File: config.mk
export PLATFORM = sky130hd
export DESIGN_NAME = icg_idle_ctrl_flat
export DESIGN_NICKNAME = d
export VERILOG_FILES = /design/src/rtl/icg_ctrl_pkg.sv /design/src/rtl/icg_idle_ctrl_if.sv /design/src/rtl/icg_idle_timer.sv /design/src/rtl/icg_idle_ctrl.sv /design/src/flat_wrapper.sv
export SDC_FILE = /design/constraint.sdc
export NUM_CORES = 1
export LEC_CHECK = 0
export CORE_UTILIZATION = 46
export DETAILED_ROUTE_END_ITERATION = 6
export HOLD_SLACK_MARGIN = 0.05
export MAX_ROUTING_LAYER = met4
export PLACE_DENSITY = 0.76
export SKIP_LAST_GASP = 1
export SYNTH_ARGS = -nofsm -noshare
export SYNTH_HDL_FRONTEND = slang
export SYNTH_HIERARCHICAL = 1
export SYNTH_SLANG_ARGS = --single-unit
File: constraint.sdc
create_clock -name forever_cpuclk -period 2.3 [get_ports forever_cpuclk]
set_input_delay 0.345 -clock forever_cpuclk [delete_from_list [all_inputs] [get_ports forever_cpuclk]]
set_output_delay 0.345 -clock forever_cpuclk [all_outputs]
set_load 0.1 [all_outputs]
File: src/rtl/icg_ctrl_pkg.sv
// Shared types and constants for the idle clock-gating controller.
package icg_ctrl_pkg;

    typedef enum logic [1:0] {
        ST_OFF  = 2'b00,
        ST_WAKE = 2'b01,
        ST_ON   = 2'b10
    } clk_state_e;

    localparam int GATE_CNT_W = 16;

    // Increment that sticks at all-ones instead of wrapping.
    function automatic logic [GATE_CNT_W-1:0] sat_inc_gate(input logic [GATE_CNT_W-1:0] v);
        return (&v) ? v : v + 1'b1;
    endfunction

endpackage

File: src/rtl/icg_idle_ctrl_if.sv
// Request/ack/busy bundle between the requesting units and the controller.
interface icg_idle_ctrl_if #(
    parameter int NUM_REQ = 4
);
    logic [NUM_REQ-1:0] req_vld;
    logic [NUM_REQ-1:0] req_ack;
    logic [NUM_REQ-1:0] busy;

    modport master (output req_vld, output busy, input req_ack);
    modport slave  (input req_vld, input busy, output req_ack);
endinterface

File: src/rtl/icg_idle_timer.sv
// Saturating idle-cycle counter with a >= threshold compare.
// Hold wins over clear, clear wins over increment.
module icg_idle_timer #(
    parameter int W = 4
) (
    input  logic         clk,
    input  logic         rst,
    input  logic         i_hold,
    input  logic         i_clr,
    input  logic         i_inc,
    input  logic [W-1:0] i_thresh,
    output logic         o_reached
);
    logic [W-1:0] r_cnt;

    // Count consecutive idle cycles, sticking at all-ones.
    always_ff @(posedge clk or posedge rst) begin
        if (rst) begin
            r_cnt <= '0;
        end else if (!i_hold) begin
            if (i_clr) begin
                r_cnt <= '0;
            end else if (i_inc && !(&r_cnt)) begin
                r_cnt <= r_cnt + 1'b1;
            end
        end
    end

    // >= rather than == so a threshold lowered mid-count still gates.
    assign o_reached = (r_cnt >= i_thresh);

endmodule

File: src/rtl/icg_idle_ctrl.sv
// Clock-gating sequencer: wakes the gated clock on request, acks units once
// the clock is stable, and gates it again after a run of idle cycles.
module icg_idle_ctrl
    import icg_ctrl_pkg::*;
#(
    parameter int NUM_REQ    = 4,
    parameter int IDLE_CNT_W = 4,
    parameter int WAKE_LAT   = 1
) (
    input  logic                  forever_cpuclk,
    input  logic                  cpurst,
    icg_idle_ctrl_if.slave        req_if,
    input  logic [IDLE_CNT_W-1:0] idle_thresh,
    input  logic                  pad_yy_icg_scan_en,
    output logic                  icg_local_en,
    output logic [1:0]            clk_state,
    output logic [GATE_CNT_W-1:0] gate_cnt
);
    localparam logic [2:0] WAKE_LAST = 3'(WAKE_LAT - 1);

    clk_state_e            r_state;
    clk_state_e            w_state_nxt;
    logic [2:0]            r_wake_cnt;
    logic [NUM_REQ-1:0]    r_req_ack;
    logic [NUM_REQ-1:0]    w_ack_nxt;
    logic                  r_local_en;
    logic                  w_en_nxt;
    logic [GATE_CNT_W-1:0] r_gate_cnt;
    logic                  w_idle;
    logic                  w_idle_reached;
    logic                  w_gate;
    logic                  w_idle_clr;

    assign w_idle = ~|req_if.req_vld & ~|req_if.busy & ~|r_req_ack;
    assign w_gate = (r_state == ST_ON) & w_idle & w_idle_reached;

    // State register; scan freezes the sequencer where it is.
    always_ff @(posedge forever_cpuclk or posedge cpurst) begin
        if (cpurst) begin
            r_state <= ST_OFF;
        end else if (!pad_yy_icg_scan_en) begin
            r_state <= w_state_nxt;
        end
    end

    // Next-state decode.
    always_comb begin
        w_state_nxt = r_state;
        case (r_state)
            ST_OFF:  if (|req_if.req_vld) w_state_nxt = ST_WAKE;
            ST_WAKE: if (r_wake_cnt == WAKE_LAST) w_state_nxt = ST_ON;
            ST_ON:   if (w_gate) w_state_nxt = ST_OFF;
            default: w_state_nxt = ST_OFF;
        endcase
    end

    // Next values of the registered outputs and idle-timer controls.
    always_comb begin
        w_en_nxt   = (w_state_nxt != ST_OFF);
        w_ack_nxt  = '0;
        w_idle_clr = (r_state != ST_ON) | ~w_idle | w_gate;
        if ((r_state == ST_ON) && !pad_yy_icg_scan_en) begin
            w_ack_nxt = req_if.req_vld & ~r_req_ack;
        end
    end

    // Wake settle counter; parked at zero while OFF so each wake starts fresh.
    always_ff @(posedge forever_cpuclk or posedge cpurst) begin
        if (cpurst) begin
            r_wake_cnt <= '0;
        end else if (!pad_yy_icg_scan_en) begin
            if (r_state == ST_OFF) begin
                r_wake_cnt <= '0;
            end else if (r_state == ST_WAKE) begin
                r_wake_cnt <= r_wake_cnt + 3'd1;
            end
        end
    end

    // Registered enable, acks and gating-event counter.
    always_ff @(posedge forever_cpuclk or posedge cpurst) begin
        if (cpurst) begin
            r_local_en <= 1'b0;
            r_req_ack  <= '0;
            r_gate_cnt <= '0;
        end else begin
            r_req_ack <= w_ack_nxt;
            if (!pad_yy_icg_scan_en) begin
                r_local_en <= w_en_nxt;
                if (w_gate) begin
                    r_gate_cnt <= sat_inc_gate(r_gate_cnt);
                end
            end
        end
    end

    icg_idle_timer #(
        .W (IDLE_CNT_W)
    ) u_idle_timer (
        .clk       (forever_cpuclk),
        .rst       (cpurst),
        .i_hold    (pad_yy_icg_scan_en),
        .i_clr     (w_idle_clr),
        .i_inc     (w_idle),
        .i_thresh  (idle_thresh),
        .o_reached (w_idle_reached)
    );

    assign icg_local_en   = r_local_en | pad_yy_icg_scan_en;
    assign clk_state      = r_state;
    assign req_if.req_ack = r_req_ack;
    assign gate_cnt       = r_gate_cnt;

endmodule
File: src/flat_wrapper.sv
// flat-port wrapper written by rule: the top's interface ports become plain ports
module icg_idle_ctrl_flat import icg_ctrl_pkg::*;
#(
    parameter int NUM_REQ    = 4,
    parameter int IDLE_CNT_W = 4,
    parameter int WAKE_LAT   = 1
)
  (forever_cpuclk, cpurst, idle_thresh, pad_yy_icg_scan_en, icg_local_en, clk_state, gate_cnt, req_if_req_vld, req_if_busy, req_if_req_ack);
  icg_idle_ctrl_if #(.NUM_REQ(NUM_REQ)) req_if_i ();
  input  logic forever_cpuclk;
  input  logic cpurst;
  input  logic [IDLE_CNT_W-1:0] idle_thresh;
  input  logic pad_yy_icg_scan_en;
  output logic icg_local_en;
  output logic [1:0] clk_state;
  output logic [GATE_CNT_W-1:0] gate_cnt;
  input wire logic [$bits(req_if_i.req_vld)-1:0] req_if_req_vld;
  input wire logic [$bits(req_if_i.busy)-1:0] req_if_busy;
  output wire logic [$bits(req_if_i.req_ack)-1:0] req_if_req_ack;
  assign req_if_i.req_vld = req_if_req_vld;
  assign req_if_i.busy = req_if_busy;
  assign req_if_req_ack = req_if_i.req_ack;
  icg_idle_ctrl #(.NUM_REQ(NUM_REQ), .IDLE_CNT_W(IDLE_CNT_W), .WAKE_LAT(WAKE_LAT)) u_core (.forever_cpuclk(forever_cpuclk), .cpurst(cpurst), .req_if(req_if_i), .idle_thresh(idle_thresh), .pad_yy_icg_scan_en(pad_yy_icg_scan_en), .icg_local_en(icg_local_en), .clk_state(clk_state), .gate_cnt(gate_cnt));
endmodule
==> results.yml <==
timing:
  slew_headroom: 0.448
  period_share: 0.979
  hold_violations: 0
  fmax_mhz: 444
  setup_viol: 0
  setup_slack_ns: 0.0484
  min_period_ns: 2.25
  maxSlewViolCount: 0
  holdWs_ns: 0.284
  fin_skew_ns: 0.00692
  tightestPinTransition_ns: 0.821
setup_path:
  slowest_delay_ns: 0.35
  critPathMaxFanout: 3
  crit_path_cell_trace: "inv_1, ha_1, nand2b_4, a21oi_4, o21ai_2, buf_4, inv_1, nand4_1, and4b_1, nor2_1, mux2_4"
  crit_family: "simple AND/OR/NAND/NOR gates"
  required_ns: 2.46
  crit_top_cell: "inv_1"
  cp_num_buf_inv: 3
  crit_type: "reg2reg"
  cp-end-kind: "flip-flop"
  cp.arrival_ns: 2.42
  cpMaxStageDelayCell: "dfrtp_1"
  critPathLaunchType: "flip-flop"
cts:
  ctsHtreeMaxLevel: 2
  clockBufferDepth: 2
  numCtsBuffers: 5
  clk_latency_ns: 0.28
  cts_num_sinks: 30
  root_buffer: "clkbuf_8"
  cts_hold_buf: 0
  clk_pin_slew_ns: 0.06
  cts_tree: "built"
global_routing:
  grt_max_degree: 27
  grt_pass1_vias: 1548
  global_route.overflow_total: 0
  grtUsageTotal: 0.222
  antenna_found_initial: 0
  grt_pass1_wl_um: 6860
finish:
  stdcell_area_um2: 2640
  syn2layout_area_growth_pct: 46.1
  drive_gt1_frac: 0.491
  fin_util: 0.711
  antenna_cells: 0
  fin_nets: 254
logic_synthesis:
  synthArstFlopShare: 1.00
  synth_commonest_cells: "dfrtp_1 (30), inv_1 (20), xor2_1 (11)"
  ys_dominant_reg_cell: "dfrtp_1"
  synth_top_area_cell: "dfrtp_1"
  ys_top_cells_by_area: "dfrtp_1 (42%), a2111oi_4 (6.1%), ha_1 (5.5%), xor2_1 (5.3%), inv_1 (4.2%)"
  ys_seq_elements: 30
  synth.most_common_cell: "dfrtp_1"
  synth_nets: 192
  synth_top_area_frac: 0.415
  ys_seq_area_frac: 0.415
  synth.distinct_cells: 45
  synth_area_um2: 1810
  synth_warnings: 6
  netlist_instances: 169
  syn_avg_cell_area_um2: 10.7
  synth_edf_count: 0
placement:
  placed_cell_area_um2: 2350
  numPortBuffers: 37
  gp_congestion: 0.786
  dp_slack_ns: -0.499
  hpwl_um: 3060
route:
  routed_wl_um: 4270
  drtPass1Iterations: 4
  drc: 0
  drtAntennaViolNets: 0
  avgRoutedWirePerCell_um: 15.3
  vias: 1501
  drt_iter0_drc: 47
  vias_per_cell: 5.36
power_and_ir_drop:
  p_comb_frac: 0.343
  clock_power_share: 0.261
  pwr-share-seq: 0.396
  p_per_area_nw_per_um2: 630
  p_int_mw: 0.998
  vdd_drop_max_uv: 412
  switching_share: 0.400
  p_leak_nw: 1.21
  netSwitchingPower_mw: 0.666
run_status:
  status: "completed"
floorplan:
  die_h_um: 64.7
  num_rows: 22
  core_um2: 3720
  ios: 38
  design.die.area_um2: 4180
  start_util: 0.487
  fp.dieW_um: 64.7
run:
  maxCapViolCount: 0
min_path:
  hp-class: "in2async"
power by group through the flow:
| stage | sequential (mW) | clock [mW] | combinational (mW) |
|---|---|---|---|
| floorplan | 0.850 | 0 | 0.220 |
| global placement | 0.662 | 0 | 0.547 |
| detailed placement | 0.668 | 0 | 0.559 |
| CTS | 0.658 | 0.447 | 0.564 |
| global route | 0.672 | 0.467 | 0.612 |
| finish | 0.659 | 0.434 | 0.571 |
routing by layer:
layer / global-route usage / vias up / routed length [um]
met4: 0.0778 / 0 / 49
met5: - / - / 0
met3: 0.0528 / 6 / 179
met2: 0.383 / 35 / 2280
met1: 0.252 / 730 / 1760
li1: - / 730 / -
what timing repair did:
item,CTS,global route
buffers inserted,1,1
resized for setup,10,25
endpoints found under the setup margin,16,17
pin swaps,3,22
flip-flops by register name (all words and copies together) (netlist names):
signal                     cells
u_core/gate_cnt               16
u_core/req_if.req_ack          4
u_core/u_idle_timer/r_cnt      4
u_core/r_wake_cnt              3
u_core/clk_state               2
u_core/r_local_en              1
cells by family (layout without fill, tap and decap cells):
| group | count (synthesis) | after routing | share of synthesized area |
|---|---|---|---|
| AOI/OAI and AO/OA | 34 | 34 | 0.175 |
| xor gates and xnor gates | 14 | 14 | 0.0678 |
| adders and majority gates | 8 | 8 | 0.0554 |
| buffers and inverters | 26 | 89 | 0.0630 |
| DFF | 30 | 30 | 0.415 |
| muxes | 3 | 3 | 0.0208 |
| and+or+nand+nor | 54 | 54 | 0.203 |
worst paths after layout:
kind | start | end | slack, ns | depth (start not counted)
worst max-delay path | u_core/u_idle_timer/r_cnt[0]$_DFFE_PP0P_ | u_core/u_idle_timer/r_cnt[0]$_DFFE_PP0P_ | 0.05 | 11
worst min-delay path | cpurst | u_core/u_idle_timer/r_cnt[2]$_DFFE_PP0P_ | 0.28 | 2
worst max register to register | u_core/u_idle_timer/r_cnt[0]$_DFFE_PP0P_ | u_core/u_idle_timer/r_cnt[0]$_DFFE_PP0P_ | 0.05 | 11
worst min register to register | u_core/req_if.req_ack[0]$_DFF_PP0_ | u_core/req_if.req_ack[0]$_DFF_PP0_ | 0.45 | 1
max in group asynchronous | cpurst | u_core/req_if.req_ack[1]$_DFF_PP0_ | 1.54 | 3
min in group forever_cpuclk | u_core/req_if.req_ack[0]$_DFF_PP0_ | u_core/req_if.req_ack[0]$_DFF_PP0_ | 0.45 | 1
area by class of cell:
class | count | area [um^2]
clock buffers | 7 | 86.3
clock inverters | 1 | 5.00
fillers | 264 | 1070
inverters | 20 | 75.1
multi-input cells | 113 | 1110
flip-flops and latches | 30 | 778
well taps | 48 | 60.1
repair buffers | 61 | 531
metrics by stage:
step / total power [mW] / cells / setup TNS, ns
6_report: 1.66 / 280 / 0
5_1_grt: 1.75 / 280 / -0.0965
4_1_cts: 1.67 / 279 / -0.00921
3_5_place_dp: 1.23 / 270 / -6.97
3_3_place_gp: 1.21 / 270 / -5.98
2_1_floorplan: 1.07 / 169 / -0.0157
cells in the final DEF, fill, tap and decap left out, types with 3 or more instances in the layout:
cell type / count
nor2_1: 6
nor3b_1: 4
dfrtp_1: 10
a211oi_2: 3
nand2_1: 9
inv_1: 17
ha_4: 3
clkbuf_8: 6
xor2_1: 11
a2111oi_4: 6
dfrtp_2: 19
xnor2_1: 3
mux2_4: 3
ha_1: 5
or2_2: 3
a21oi_1: 5
o21ai_0: 5
dlymetal6s2s_1: 4
inv_2: 3
nand3_1: 9
clkdlybuf4s50_1: 10
buf_4: 43
No activity file was read; power rests on OpenSTA's default activity.
